===== src/rtl/time_counter.sv =====
// BCD hh:mm:ss timekeeper advanced once per rising edge of an asynchronous 1 s tick.
// Offers run/pause, synchronous clear and a validated time-set load.
module time_counter #(
    parameter int HOURS = 24
) (
    input  logic       clk,
    input  logic       reset,
    input  logic       tick_in,
    input  logic       run,
    input  logic       clear,
    input  logic       set_en,
    input  logic [7:0] set_h,
    input  logic [7:0] set_m,
    input  logic [7:0] set_s,
    output logic [1:0] hour_t,
    output logic [3:0] hour_o,
    output logic [2:0] min_t,
    output logic [3:0] min_o,
    output logic [2:0] sec_t,
    output logic [3:0] sec_o,
    output logic       sec_pulse,
    output logic       rollover,
    output logic       set_err
);
    localparam logic [1:0] HOUR_LAST_T = 2'((HOURS - 1) / 10);
    localparam logic [3:0] HOUR_LAST_O = 4'((HOURS - 1) % 10);
    localparam logic [7:0] HOUR_MAX    = 8'(HOURS - 1);

    logic       s1;
    logic       s2;
    logic       s3;
    logic [1:0] fill;
    logic       armed;
    logic       rise;

    // A tick held high through reset shows up as a rise in the cycle after the
    // second edge, so the guard stays closed until the third edge.
    always_ff @(posedge clk or posedge reset) begin
        if (reset) begin
            s1   <= 1'b0;
            s2   <= 1'b0;
            s3   <= 1'b0;
            fill <= 2'd0;
        end else begin
            s1 <= tick_in;
            s2 <= s1;
            s3 <= s2;
            if (fill != 2'd3) begin
                fill <= fill + 2'd1;
            end
        end
    end

    assign armed = (fill == 2'd3);
    assign rise  = s2 & ~s3 & armed;

    logic [7:0] set_h_val;
    logic       set_ok;

    assign set_h_val = ({4'd0, set_h[7:4]} * 8'd10) + {4'd0, set_h[3:0]};
    assign set_ok    = (set_h[3:0] <= 4'd9) && (set_h_val <= HOUR_MAX) &&
                       (set_m[3:0] <= 4'd9) && (set_m[7:4] <= 4'd5) &&
                       (set_s[3:0] <= 4'd9) && (set_s[7:4] <= 4'd5);

    logic [1:0] n_hour_t;
    logic [3:0] n_hour_o;
    logic [2:0] n_min_t;
    logic [3:0] n_min_o;
    logic [2:0] n_sec_t;
    logic [3:0] n_sec_o;
    logic       n_wrap;

    always_comb begin
        n_hour_t = hour_t;
        n_hour_o = hour_o;
        n_min_t  = min_t;
        n_min_o  = min_o;
        n_sec_t  = sec_t;
        n_sec_o  = sec_o + 4'd1;
        n_wrap   = 1'b0;
        if (sec_o == 4'd9) begin
            n_sec_o = 4'd0;
            if (sec_t != 3'd5) begin
                n_sec_t = sec_t + 3'd1;
            end else begin
                n_sec_t = 3'd0;
                if (min_o != 4'd9) begin
                    n_min_o = min_o + 4'd1;
                end else begin
                    n_min_o = 4'd0;
                    if (min_t != 3'd5) begin
                        n_min_t = min_t + 3'd1;
                    end else begin
                        n_min_t = 3'd0;
                        if ((hour_t == HOUR_LAST_T) && (hour_o == HOUR_LAST_O)) begin
                            n_hour_t = 2'd0;
                            n_hour_o = 4'd0;
                            n_wrap   = 1'b1;
                        end else if (hour_o == 4'd9) begin
                            n_hour_o = 4'd0;
                            n_hour_t = hour_t + 2'd1;
                        end else begin
                            n_hour_o = hour_o + 4'd1;
                        end
                    end
                end
            end
        end
    end

    // clear beats set_en beats a counted rise; the loser is dropped, not deferred.
    always_ff @(posedge clk or posedge reset) begin
        if (reset) begin
            hour_t    <= 2'd0;
            hour_o    <= 4'd0;
            min_t     <= 3'd0;
            min_o     <= 4'd0;
            sec_t     <= 3'd0;
            sec_o     <= 4'd0;
            sec_pulse <= 1'b0;
            rollover  <= 1'b0;
            set_err   <= 1'b0;
        end else begin
            sec_pulse <= 1'b0;
            rollover  <= 1'b0;
            set_err   <= 1'b0;
            if (clear) begin
                hour_t <= 2'd0;
                hour_o <= 4'd0;
                min_t  <= 3'd0;
                min_o  <= 4'd0;
                sec_t  <= 3'd0;
                sec_o  <= 4'd0;
            end else if (set_en) begin
                if (set_ok) begin
                    hour_t <= set_h[5:4];
                    hour_o <= set_h[3:0];
                    min_t  <= set_m[6:4];
                    min_o  <= set_m[3:0];
                    sec_t  <= set_s[6:4];
                    sec_o  <= set_s[3:0];
                end else begin
                    set_err <= 1'b1;
                end
            end else if (rise && run) begin
                hour_t    <= n_hour_t;
                hour_o    <= n_hour_o;
                min_t     <= n_min_t;
                min_o     <= n_min_o;
                sec_t     <= n_sec_t;
                sec_o     <= n_sec_o;
                sec_pulse <= 1'b1;
                rollover  <= n_wrap;
            end
        end
    end
endmodule


===== config.mk =====
export PLATFORM = sky130hd
export DESIGN_NAME = time_counter
export DESIGN_NICKNAME = d
export VERILOG_FILES = /design/src/rtl/time_counter.sv
export SDC_FILE = /design/constraint.sdc
export NUM_CORES = 1
export LEC_CHECK = 0
export BUFFER_PORTS_ARGS = -buffer_cell sky130_fd_sc_hd__buf_2
export CORE_ASPECT_RATIO = 2
export CORE_UTILIZATION = 53
export CTS_CLUSTER_SIZE = 28
export DETAILED_ROUTE_END_ITERATION = 10
export PLACE_DENSITY = 0.8
export SYNTH_ARGS = -nofsm -noshare
export SYNTH_HDL_FRONTEND = slang
export SYNTH_SLANG_ARGS = --single-unit

===== constraint.sdc =====
create_clock -name clk -period 2.78 [get_ports clk]
set_input_delay 0.278 -clock clk [delete_from_list [all_inputs] [get_ports clk]]
set_output_delay 0.278 -clock clk [all_outputs]
set_load 0.02 [all_outputs]

* Yosys cells after proc, flatten, opt, wreduce, memory -nomap -nowiden
Index checks and enable logic that the tools add are counted.
Storage, ports and cells: register bits 28, output and inout bits 23, logic and storage cells 120
Operators by class: add/sub/neg operators 8, multipliers 1, order comparisons 6, equal/unequal tests 13, muxes and demuxes 60, bitwise operators 3, reduce and logical (&&, ||, !) cells 16
Operator list (number):
- 4-bit two-way mux | 22
- 3-bit two-way mux | 14
- 2-bit two-way mux | 10
- 3-bit inequality test, second input constant | 5
- 1-bit two-way mux | 14
- 4-bit by 1-bit adder with 4-bit output, second input constant | 3
- 4-bit <= comparator, second input constant | 3
- 8-bit by 4-bit adder with 8-bit output | 1
- 4-bit equality test, second input constant | 2
- 4-bit by 3-bit <= comparator with 1-bit output, second input constant | 2
- 8-bit by 5-bit <= comparator with 1-bit output, second input constant | 1
- 1-bit logical AND | 7
- 4-bit by 3-bit multiplier with 7-bit output, second input constant | 1
- 7-bit AND reduction | 1
- 3-bit by 1-bit adder with 3-bit output, second input constant | 2
- 6-bit AND reduction | 1
- 3-bit nonzero test | 2
- 5-bit AND reduction | 1
- 2-bit by 1-bit adder with 2-bit output, second input constant | 2
- 2-bit equality test, second input constant | 2
- 4-bit by 2-bit equality test with 1-bit output, second input constant | 1
- 4-bit inequality test, second input constant | 1
- 4-bit AND reduction | 1
- 4-bit nonzero test | 1
- other kinds (6) | 7

* Logic depth before layout (Yosys ltp)
Gate-level depths: netlist of run 1.
depth after elaboration 11, gate-level depth with buffers 11, mapped depth without buffers 10

* Worst setup path before layout of run 1
No wires, ideal clock.
path type input -> register, start input set_h[5], end register hour_t[0], library setup time 0.125 ns, data arrival time 2.540 ns, required time 2.655 ns, slack 0.116 ns, cell stages on the path 10, path buffers 0, path through ha_1 -> ha_1 -> inv_1 -> fa_1 -> xor2_1 -> nor4b_1 -> mux2_2 -> o2111ai_4 -> o21ai_0 -> mux2_2
Between the ends: longest elaborated chain between the ends 10
RTL lines:
- from (decl) | RTL line 12 | input logic [7:0] set_h,
- 4-bit by 3-bit multiplier with 7-bit output | RTL line 60 | assign set_h_val = ({4'd0, set_h[7:4]} * 8'd10) + {4'd0, set_h[3:0]};
- 8-bit by 4-bit adder with 8-bit output | RTL line 60
- 8-bit by 5-bit <= comparator with 1-bit output | RTL line 61 | assign set_ok = (set_h[3:0] <= 4'd9) && (set_h_val <= HOUR_MAX) &&
- 1-bit logical AND (2 in a row) | RTL line 61
- 1-bit logical AND (2 in a row) | RTL line 62 | (set_m[3:0] <= 4'd9) && (set_m[7:4] <= 4'd5) &&
- 1-bit logical AND | RTL line 63 | (set_s[3:0] <= 4'd9) && (set_s[7:4] <= 4'd5);
- 3-bit by 2-bit inequality test with 1-bit output (no source line)
- 7-bit AND reduction (no source line)
- to (signal assigned) | RTL line 136 | hour_t <= set_h[5:4];
- to (signal assigned) | RTL line 146 | hour_t <= n_hour_t;
- to (decl) | RTL line 15 | output logic [1:0] hour_t,
Every way passes these cells. A chain may end at the register's enable or synchronous reset.

* Worst setup path after layout of run 1
start input set_h[5], end register hour_o[2]
Between the ends: longest elaborated chain between the ends 10
RTL lines:
- 4-bit by 3-bit multiplier with 7-bit output | RTL line 60
- 8-bit by 4-bit adder with 8-bit output | RTL line 60
- 8-bit by 5-bit <= comparator with 1-bit output | RTL line 61
- 1-bit logical AND (2 in a row) | RTL line 61
- 1-bit logical AND (2 in a row) | RTL line 62
- 1-bit logical AND | RTL line 63
- 3-bit by 2-bit inequality test with 1-bit output (no source line)
- 6-bit AND reduction (no source line)
- to (signal assigned) | RTL line 137 | hour_o <= set_h[3:0];
- to (signal assigned) | RTL line 147 | hour_o <= n_hour_o;
- to (decl) | RTL line 16 | output logic [3:0] hour_o,
Every way passes these cells.

==> results of run 1 <==
how the worst min path moves through the flow:
stage / end / start / slack [ns]
6_report: fill[1] / reset / 0.04
5_1_grt: s1 / tick_in / 0.08
4_1_cts: fill[1] / reset / 0.06
3_5_place_dp: s2 / s1 / 0.34
3_3_place_gp: s2 / s1 / 0.33
2_1_floorplan: s1 / tick_in / 0.31
cell usage after synthesis (all sizes together) (4+ instances only):
library cell,number,area [um2]
xor2,4,35.0
o211ai,4,35.0
nand3,6,30.0
mux2,9,101
o22ai,4,25.0
nand2,19,71.3
dfrtp,28,701
a21oi,23,115
o21ai,10,50.0
nor4,4,25.0
ha,10,125
inv,15,56.3
nand3b,4,30.0
clkbuf,6,22.5
nor2,15,56.3
final cells by class:
| cell class | count | area [um2] |
|---|---|---|
| clock buffer | 3 | 41.3 |
| clock inverter | 1 | 30.0 |
| fill | 327 | 1120 |
| inverter | 16 | 60.1 |
| multi-input combinational | 177 | 1300 |
| sequential | 28 | 701 |
| tap | 49 | 61.3 |
| timing repair buffer | 66 | 369 |
logic make-up (layout without fill, tap and decap cells):
family          Yosys count  after routing  synth area share
compound gates           74             74             0.256
xor+xnor                  6              6            0.0253
fa+ha+maj                12             12            0.0796
buf+inv                  23             86            0.0452
flops                    28             28             0.338
mux                      12             12            0.0633
simple gates             73             73             0.193
metrics by stage:
stage	total power, mW	hold slack [ns]
after global routing	1.26	0.0827
after CTS	1.20	0.0552
after floorplan	0.742	0.309
after detailed placement	0.874	0.341
final	1.20	0.0425
after global placement	0.864	0.334
critical path: cells and delay by family:
family	cells	cell delay, ns
AOI/OAI and AO/OA	3	0.69
xor gates and xnor gates	1	0.19
adders and majority gates	3	0.85
buffers and inverters	3	0.38
muxes	1	0.22
and+or+nand+nor	1	0.23
what timing repair did:
item / 4_1_cts / 5_1_grt
endpoints found under the setup margin: 2 / 13
pin swaps: 0 / 0
setup buffers: 0 / 0
gates resized for setup: 1 / 5
metal layers:
metal  wire [um]  track usage  vias to the layer above
li1            -            -                      990
met1        1990        0.292                     1025
met2        3140        0.516                       58
met3         158       0.0260                       14
met4         169        0.127                        0
met5           0            0                        -
registers in the layout, indices dropped and copies added, names as in the netlist, 2 cells and up:
register	count
hour_t	2
sec_t	3
min_t	3
fill	2
hour_o	4
sec_o	4
min_o	4
power breakdown:
part           leakage (nW)  internal (mW)  switching [mW]  total [mW]
logic                 0.816          0.160           0.208       0.368
clock network        0.0357          0.193           0.133       0.326
registers             0.355          0.446          0.0577       0.504
==> flow_summary.toml, run 1 <==
[synthesis]
avgSynthCellArea_um2 = 9.10
synth_seq_cells = 28
synth_warnings = 0
synth_cell_type_count = 56
synth_area_um2 = 2080
synth_seq_area_share = 0.338
synth-main-ff-cell = "dfrtp_1"
syn-instance-count = 228
synth_nets = 270
synthArstFlopShare = 1.00
synth_edf_count = 0

[worst_setup_path]
path_cells = "buf_2 > ha_1 > ha_1 > inv_1 > fa_1 > xor2_2 > nor4b_2 > mux2_2 > o2111ai_4 > buf_6 > a21o_1 > o32ai_1"
r2r_cells = 5
cp_common_cell = "ha_1"
worstReg2RegStart = "sec_o[2]"
critPathCapture = "hour_o[2]"
slowest_stage = "fa_1"
timing.rr.end = "hour_o[0]"
cp.arrival_ns = 2.84
crit_fanout = 10
worstSetupEndpointType = "flop"
crit_path_start_kind = "input pin"
rrSetupSlack_ns = 0.56
crit_required_ns = 2.97
crit_type = "input pin to flop"
crit_start = "set_h[5]"
max_stage_delay_ns = 0.42

[detailed_routing]
drt_iter0_drc = 47
firstDrtPassIters = 4
routed_wl_um = 5460
ant_nets = 0
vias_per_cell = 6.14
drc_errors = 0
wl_per_cell_um = 16.1
vias = 2087

[clocking]
hold_buffers = 0
cts_htree_levels = 1
cts_buffers = 3
ctsLongestPathBuffers = 2
clkTransAtPathRegs_ns = 0.10
cts_tree = "done"
root_buffer = "clkbuf_8"
clk_latency_ns = 0.28
clock_sinks = 28

[place]
place_congestion = 0.825
port_buffers = 52
pre_cts_slack_ns = -0.294
post-dp-hpwl_um = 4260
placed_cells = 336
placed_cell_area_um2 = 2470

[global_routing]
grt_pass1_vias = 1997
grt_max_degree = 29
grt_first_pass_wirelength_um = 8690
antenna_found_initial = 0
grt_use_total = 0.281
grt_overflow_total = 0

[power_and_ir_drop]
pwr_density_cell_nw_per_um2 = 467
leakagePower_nw = 1.21
ir_drop_uv = 372

[layout]
utilization = 0.696
final_cells = 340
layout_common_cells = "buf_2, dfrtp_1, a21oi_1, nand2_1"
fin_nets = 334
drive_above_1_share = 0.302
area_delta_synth_final_pct = 23.6
diodes = 0
fin_area_um2 = 2560
final_common_cell = "buf_2"

[timing]
post-route-period-util = 0.952
setup_violations = 0
post-route-min-period_ns = 2.65
drv_slew = 0
finalSetupTns_ns = 0
max_freq_mhz = 378
slew_headroom = 0.608
rsz0062_at_grt = "no"
finalHoldViolations = 0
setup_ws_ns = 0.133
max_slew.worst_pin.slew_ns = 0.586
finClkSkew_ns = 0.00441

[floorplanning]
core_um2 = 3680
rows = 31
die_w_um = 46.3
start_util = 0.563
io_pins = 53
dieArea_um2 = 4190
die_h_um = 90.5

[min_path]
hold_class = "input pin to async pin"

[job]
max-cap-violations = 0

[run_status]
status = "complete, no violations"
Note: power is estimated with default switching activity, not from simulation.
==> run 2: changes to the inputs <==
--- a/config.mk
+++ b/config.mk
@@ -6,11 +6,12 @@
 export NUM_CORES = 1
 export LEC_CHECK = 0
 export BUFFER_PORTS_ARGS = -buffer_cell sky130_fd_sc_hd__buf_2
+export CAP_MARGIN = 20
 export CORE_ASPECT_RATIO = 2
 export CORE_UTILIZATION = 53
 export CTS_CLUSTER_SIZE = 28
 export DETAILED_ROUTE_END_ITERATION = 10
-export PLACE_DENSITY = 0.8
+export PLACE_DENSITY = 0.89
 export SYNTH_ARGS = -nofsm -noshare
 export SYNTH_HDL_FRONTEND = slang
 export SYNTH_SLANG_ARGS = --single-unit
==> run 2 against run 1 <==
First-iteration DRC count rose by 98%; global-route usage rose by 1.7 points; critical path type unchanged; the flow now finishes with violations (hold timing); routed wire length up 11%; non-clock buffer count rose by 7; hold slack worse by 0.049 ns.
==> flow_summary.toml, run 2 (synthesis results as in run 1) <==
[power_and_ir_drop]
sw_frac_of_total = 0.339
power_frac_comb = 0.325
internal_power_mw = 0.813
seqPwrFrac = 0.411
pwr_density_cell_nw_per_um2 = 460
p_clk_frac = 0.264
p_sw_mw = 0.417
ir_drop_uv = 465
report.power.total_mw = 1.23
leakagePower_nw = 1.25

[detailed_routing]
vias_per_cell = 6.36
vias = 2208
drt_iter0_drc = 93
wl_per_cell_um = 17.4
routed_wl_um = 6050
drc_errors = 0
ant_nets = 0
firstDrtPassIters = 6

[worst_setup_path]
crit_required_ns = 2.96
worstSetupEndpointType = "flop"
crit_path_start_kind = "input pin"
critPathBufInv = 4
crit_type = "input pin to flop"
max_stage_delay_ns = 0.38
crit_fanout = 7
worstSetupPathDepth = 13
crit_start = "set_h[7]"
timing.rr.end = "hour_o[0]"
slowest_stage = "fa_2"
cpLargestDelayFamily = "adder cells"
cp.arrival_ns = 2.92
worstReg2RegStart = "sec_o[2]"
rrSetupSlack_ns = 0.54
path_cells = "buf_2 > ha_4 > ha_2 > inv_2 > fa_2 > xor2_2 > nor4b_4 > mux2_4 > o2111ai_4 > buf_6 > buf_4 > o2111a_1 > a211o_1"
r2r_cells = 5

[clocking]
ctsLongestPathBuffers = 2
clk_latency_ns = 0.28
hold_buffers = 0
cts_tree = "done"
cts_buffers = 3
root_buffer = "clkbuf_8"
cts_htree_levels = 1
clock_sinks = 28
clkTransAtPathRegs_ns = 0.10

[global_routing]
grt_first_pass_wirelength_um = 9430
grt_pass1_vias = 2162
antenna_found_initial = 0
grt_use_total = 0.299
grt_max_degree = 29
grt_overflow_total = 0

[timing]
setup_violations = 0
finClkSkew_ns = 0.00663
hold_ws_ns = -0.00620
finalHoldViolations = 9
post-route-period-util = 0.985
drv_slew = 0
rsz0062_at_grt = "no"
max_freq_mhz = 365
slew_headroom = 0.580
finalSetupTns_ns = 0
max_slew.worst_pin.slew_ns = 0.628
post-route-min-period_ns = 2.74
setup_ws_ns = 0.0407

[layout]
area_delta_synth_final_pct = 28.9
fill_cells = 301
seqCellArea_um2 = 701
fin_area_um2 = 2680
fin_nets = 341
diodes = 0
final_cells = 347
utilization = 0.726
multi_input_area_um2 = 1340
reg.largest.list = "hour_o: 4 flops, min_o: 4 flops, sec_o: 4 flops"
layout_common_cells = "buf_2, dfrtp_1, a21oi_1, nand2_1, buf_4"
drive_above_1_share = 0.332
final_common_cell = "buf_2"

[floorplanning]
rows = 31
core_um2 = 3680
die_w_um = 46.3
dieArea_um2 = 4190
die_h_um = 90.5
start_util = 0.563
io_pins = 53

[place]
place_congestion = 0.854
port_buffers = 52
pre_cts_slack_ns = -0.311
post-dp-hpwl_um = 4460
placed_cell_area_um2 = 2480
placed_cells = 337

[job]
max-cap-violations = 0

[run_status]
status = "complete, but fails checks"
violations = "hold timing"

[min_path]
hold_class = "input pin to async pin"
[run 2: how the worst max path moves through the flow]
stage                           end  slack, ns
after global placement    hour_t[1]      -0.11
after CTS                  min_t[2]       0.04
after global routing      hour_o[3]       0.01
after floorplan           hour_t[0]       0.12
final                     hour_o[3]       0.04
after detailed placement  hour_t[1]      -0.31
[run 2: what timing repair did]
action	in CTS	in global routing
pin swaps	0	5
buffers inserted	0	5
endpoints found under the setup margin	5	16
gates resized for setup	1	14
[run 2: layer usage]
layer,up-vias,global-route usage,part of all wire
li1,1000,-,-
met5,-,0,0
met4,0,0.172,0.046
met2,113,0.527,0.55
met1,1064,0.309,0.35
met3,31,0.0360,0.051
[run 2: layout make-up]
cell class / count / area share
clock buffer: 3 / 0.0154
clock inverter: 1 / 0.0112
timing repair buffer: 73 / 0.165
inverter: 16 / 0.0224
sequential: 28 / 0.262
multi-input combinational: 177 / 0.501
tap: 49 / 0.0229
[run 2: power groups by stage]
stage	Clock [mW]	Combinational, mW	Sequential (mW)
global route	0.342	0.433	0.514
detailed placement	0	0.366	0.512
floorplan	0	0.196	0.547
global placement	0	0.357	0.509
finish	0.325	0.400	0.505
CTS	0.329	0.370	0.505
==> run 3: changes to the inputs <==
--- a/config.mk
+++ b/config.mk
@@ -8,10 +8,12 @@
 export BUFFER_PORTS_ARGS = -buffer_cell sky130_fd_sc_hd__buf_2
 export CAP_MARGIN = 20
 export CORE_ASPECT_RATIO = 2
-export CORE_UTILIZATION = 53
+export CORE_MARGIN = 2
+export CORE_UTILIZATION = 55
+export CTS_BUF_LIST = sky130_fd_sc_hd__clkbuf_4 sky130_fd_sc_hd__clkbuf_8
 export CTS_CLUSTER_SIZE = 28
 export DETAILED_ROUTE_END_ITERATION = 10
-export PLACE_DENSITY = 0.89
+export PLACE_DENSITY = 0.91
 export SYNTH_ARGS = -nofsm -noshare
 export SYNTH_HDL_FRONTEND = slang
 export SYNTH_SLANG_ARGS = --single-unit
==> run 3 against run 2 <==
The run now ends clean; register-to-register slack about the same; critical path depth down 2; routed wire length down 1.3%; first-iteration DRC count up 27%; cell count down 0.58%; sequential share of layout area up 0.20 points; die area up 3.0%; clock skew down 0.0047 ns; maximum frequency down 0.55%; clock power about the same; largest cell class unchanged; highest routed layer unchanged.
==> flow_summary.toml, run 3 (synthesis results as in run 1) <==
[floorplanning]
die_w_um = 47.4
rows = 31
dieArea_um2 = 4310
start_util = 0.575
core_um2 = 3610
io_pins = 53
die_h_um = 90.9

[clocking]
clock_sinks = 28
cts_buffers = 3
clk_latency_ns = 0.28
root_buffer = "clkbuf_8"
cts_tree = "done"
cts_htree_levels = 1
clkTransAtPathRegs_ns = 0.09
ctsLongestPathBuffers = 2

[layout]
final_cells = 345
seqCellArea_um2 = 701
reg.largest.list = "hour_o: 4 flops, min_o: 4 flops, sec_o: 4 flops"
drive_above_1_share = 0.314
fin_area_um2 = 2660
fill_cells = 297
diodes = 0
fin_nets = 339
layout_common_cells = "buf_2, dfrtp_1, a21oi_1, nand2_1"
multi_input_area_um2 = 1340
final_common_cell = "buf_2"
area_delta_synth_final_pct = 28.0

[worst_setup_path]
timing.rr.end = "hour_o[0]"
r2r_cells = 5
rrSetupSlack_ns = 0.55
crit_required_ns = 2.97
crit_type = "input pin to flop"
crit_fanout = 5
cp.arrival_ns = 2.94
worstSetupEndpointType = "flop"
crit_start = "set_h[5]"
critPathCapture = "hour_o[2]"
worstReg2RegStart = "sec_o[2]"
crit_path_start_kind = "input pin"

[detailed_routing]
vias = 2129
routed_wl_um = 5970
wl_per_cell_um = 17.3
drt_iter0_drc = 118
ant_nets = 0
drc_errors = 0
firstDrtPassIters = 4
vias_per_cell = 6.17

[timing]
finalSetupTns_ns = 0
finClkSkew_ns = 0.00190
setup_violations = 0
max_freq_mhz = 363
max_slew.worst_pin.slew_ns = 0.604
drv_slew = 0
post-route-min-period_ns = 2.75
finalHoldViolations = 0
post-route-period-util = 0.991
slew_headroom = 0.596

[min_path]
hold_class = "input pin to flop"

[power_and_ir_drop]
report.power.total_mw = 1.22
pwr_density_cell_nw_per_um2 = 459
leakagePower_nw = 1.24
ir_drop_uv = 501

[global_routing]
antenna_found_initial = 0
grt_use_total = 0.284
grt_max_degree = 29
grt_pass1_vias = 2062
grt_overflow_total = 0
grt_first_pass_wirelength_um = 9070

[job]
max-cap-violations = 0

[place]
post-dp-hpwl_um = 4310
port_buffers = 52
placed_cells = 336
place_congestion = 0.840
placed_cell_area_um2 = 2470

[run_status]
status = "complete, no violations"
run 3: changes by cell type in the layout (fill, tap and decap cells not counted), sizes merged:
cell,previous run,this run
buf,73,69
dlygate4sd3,0,1
o2111ai,3,4
run 3: area by class of cell:
class,count,area share
clock buffer,3,0.0155
tap,49,0.0231
clock inverter,1,0.0113
multi-input combinational,178,0.504
inverter,16,0.0226
sequential,28,0.264
timing repair buffer,70,0.160
run 3: metrics by stage:
stage	utilization	hold slack [ns]	setup slack [ns]
floorplan	-	0.309	0.116
global placement	0.684	0.337	-0.0955
detailed placement	0.684	0.341	-0.332
CTS	0.710	0.0988	0.0133
global route	0.736	0.0874	-0.0877
finish	0.736	0.0996	0.0255
run 3: timing repair:
| action | in CTS | in global routing |
|---|---|---|
| endpoints found under the setup margin | 3 | 16 |
| buffers inserted | 1 | 1 |
| pin swaps | 1 | 2 |
| hold buffers | 0 | 1 |
| gates resized for setup | 4 | 6 |
| hold endpoints to repair | 0 | 5 |
| gates cloned | 0 | 1 |
run 3: worst min path at each step:
stage | from | to | slack (ns) | depth (start not counted)
floorplan | tick_in | s1 | 0.31 | 0
detailed placement | s1 | s2 | 0.34 | 0
CTS | tick_in | s1 | 0.1 | 1
global route | tick_in | s1 | 0.09 | 1
global placement | s1 | s2 | 0.34 | 0
finish | tick_in | s1 | 0.1 | 1
run 3: worst max-delay path, stage by stage:
cell and delay [ns]:
buf_2 0.12, ha_1 0.31, ha_1 0.24, inv_1 0.08, fa_2 0.47, nor4b_2 0.30, mux2_4 0.24, o2111ai_4 0.19
buf_6 0.20, a21o_1 0.24, o32ai_2 0.27
run 3: power breakdown:
| part | internal [mW] | leakage, nW | switching, mW |
|---|---|---|---|
| clock network | 0.193 | 0.0357 | 0.130 |
| registers | 0.446 | 0.355 | 0.0587 |
| logic | 0.169 | 0.847 | 0.223 |
| total | 0.808 | 1.24 | 0.412 |
run 3: layer usage:
layer / part of all wire / GRT usage / wire length (um) / up-vias
met5: 0 / 0 / 0 / -
met4: 0.045 / 0.146 / 271 / 0
li1: - / - / - / 1003
met2: 0.56 / 0.486 / 3340 / 78
met1: 0.36 / 0.320 / 2130 / 1024
met3: 0.039 / 0.0260 / 230 / 24
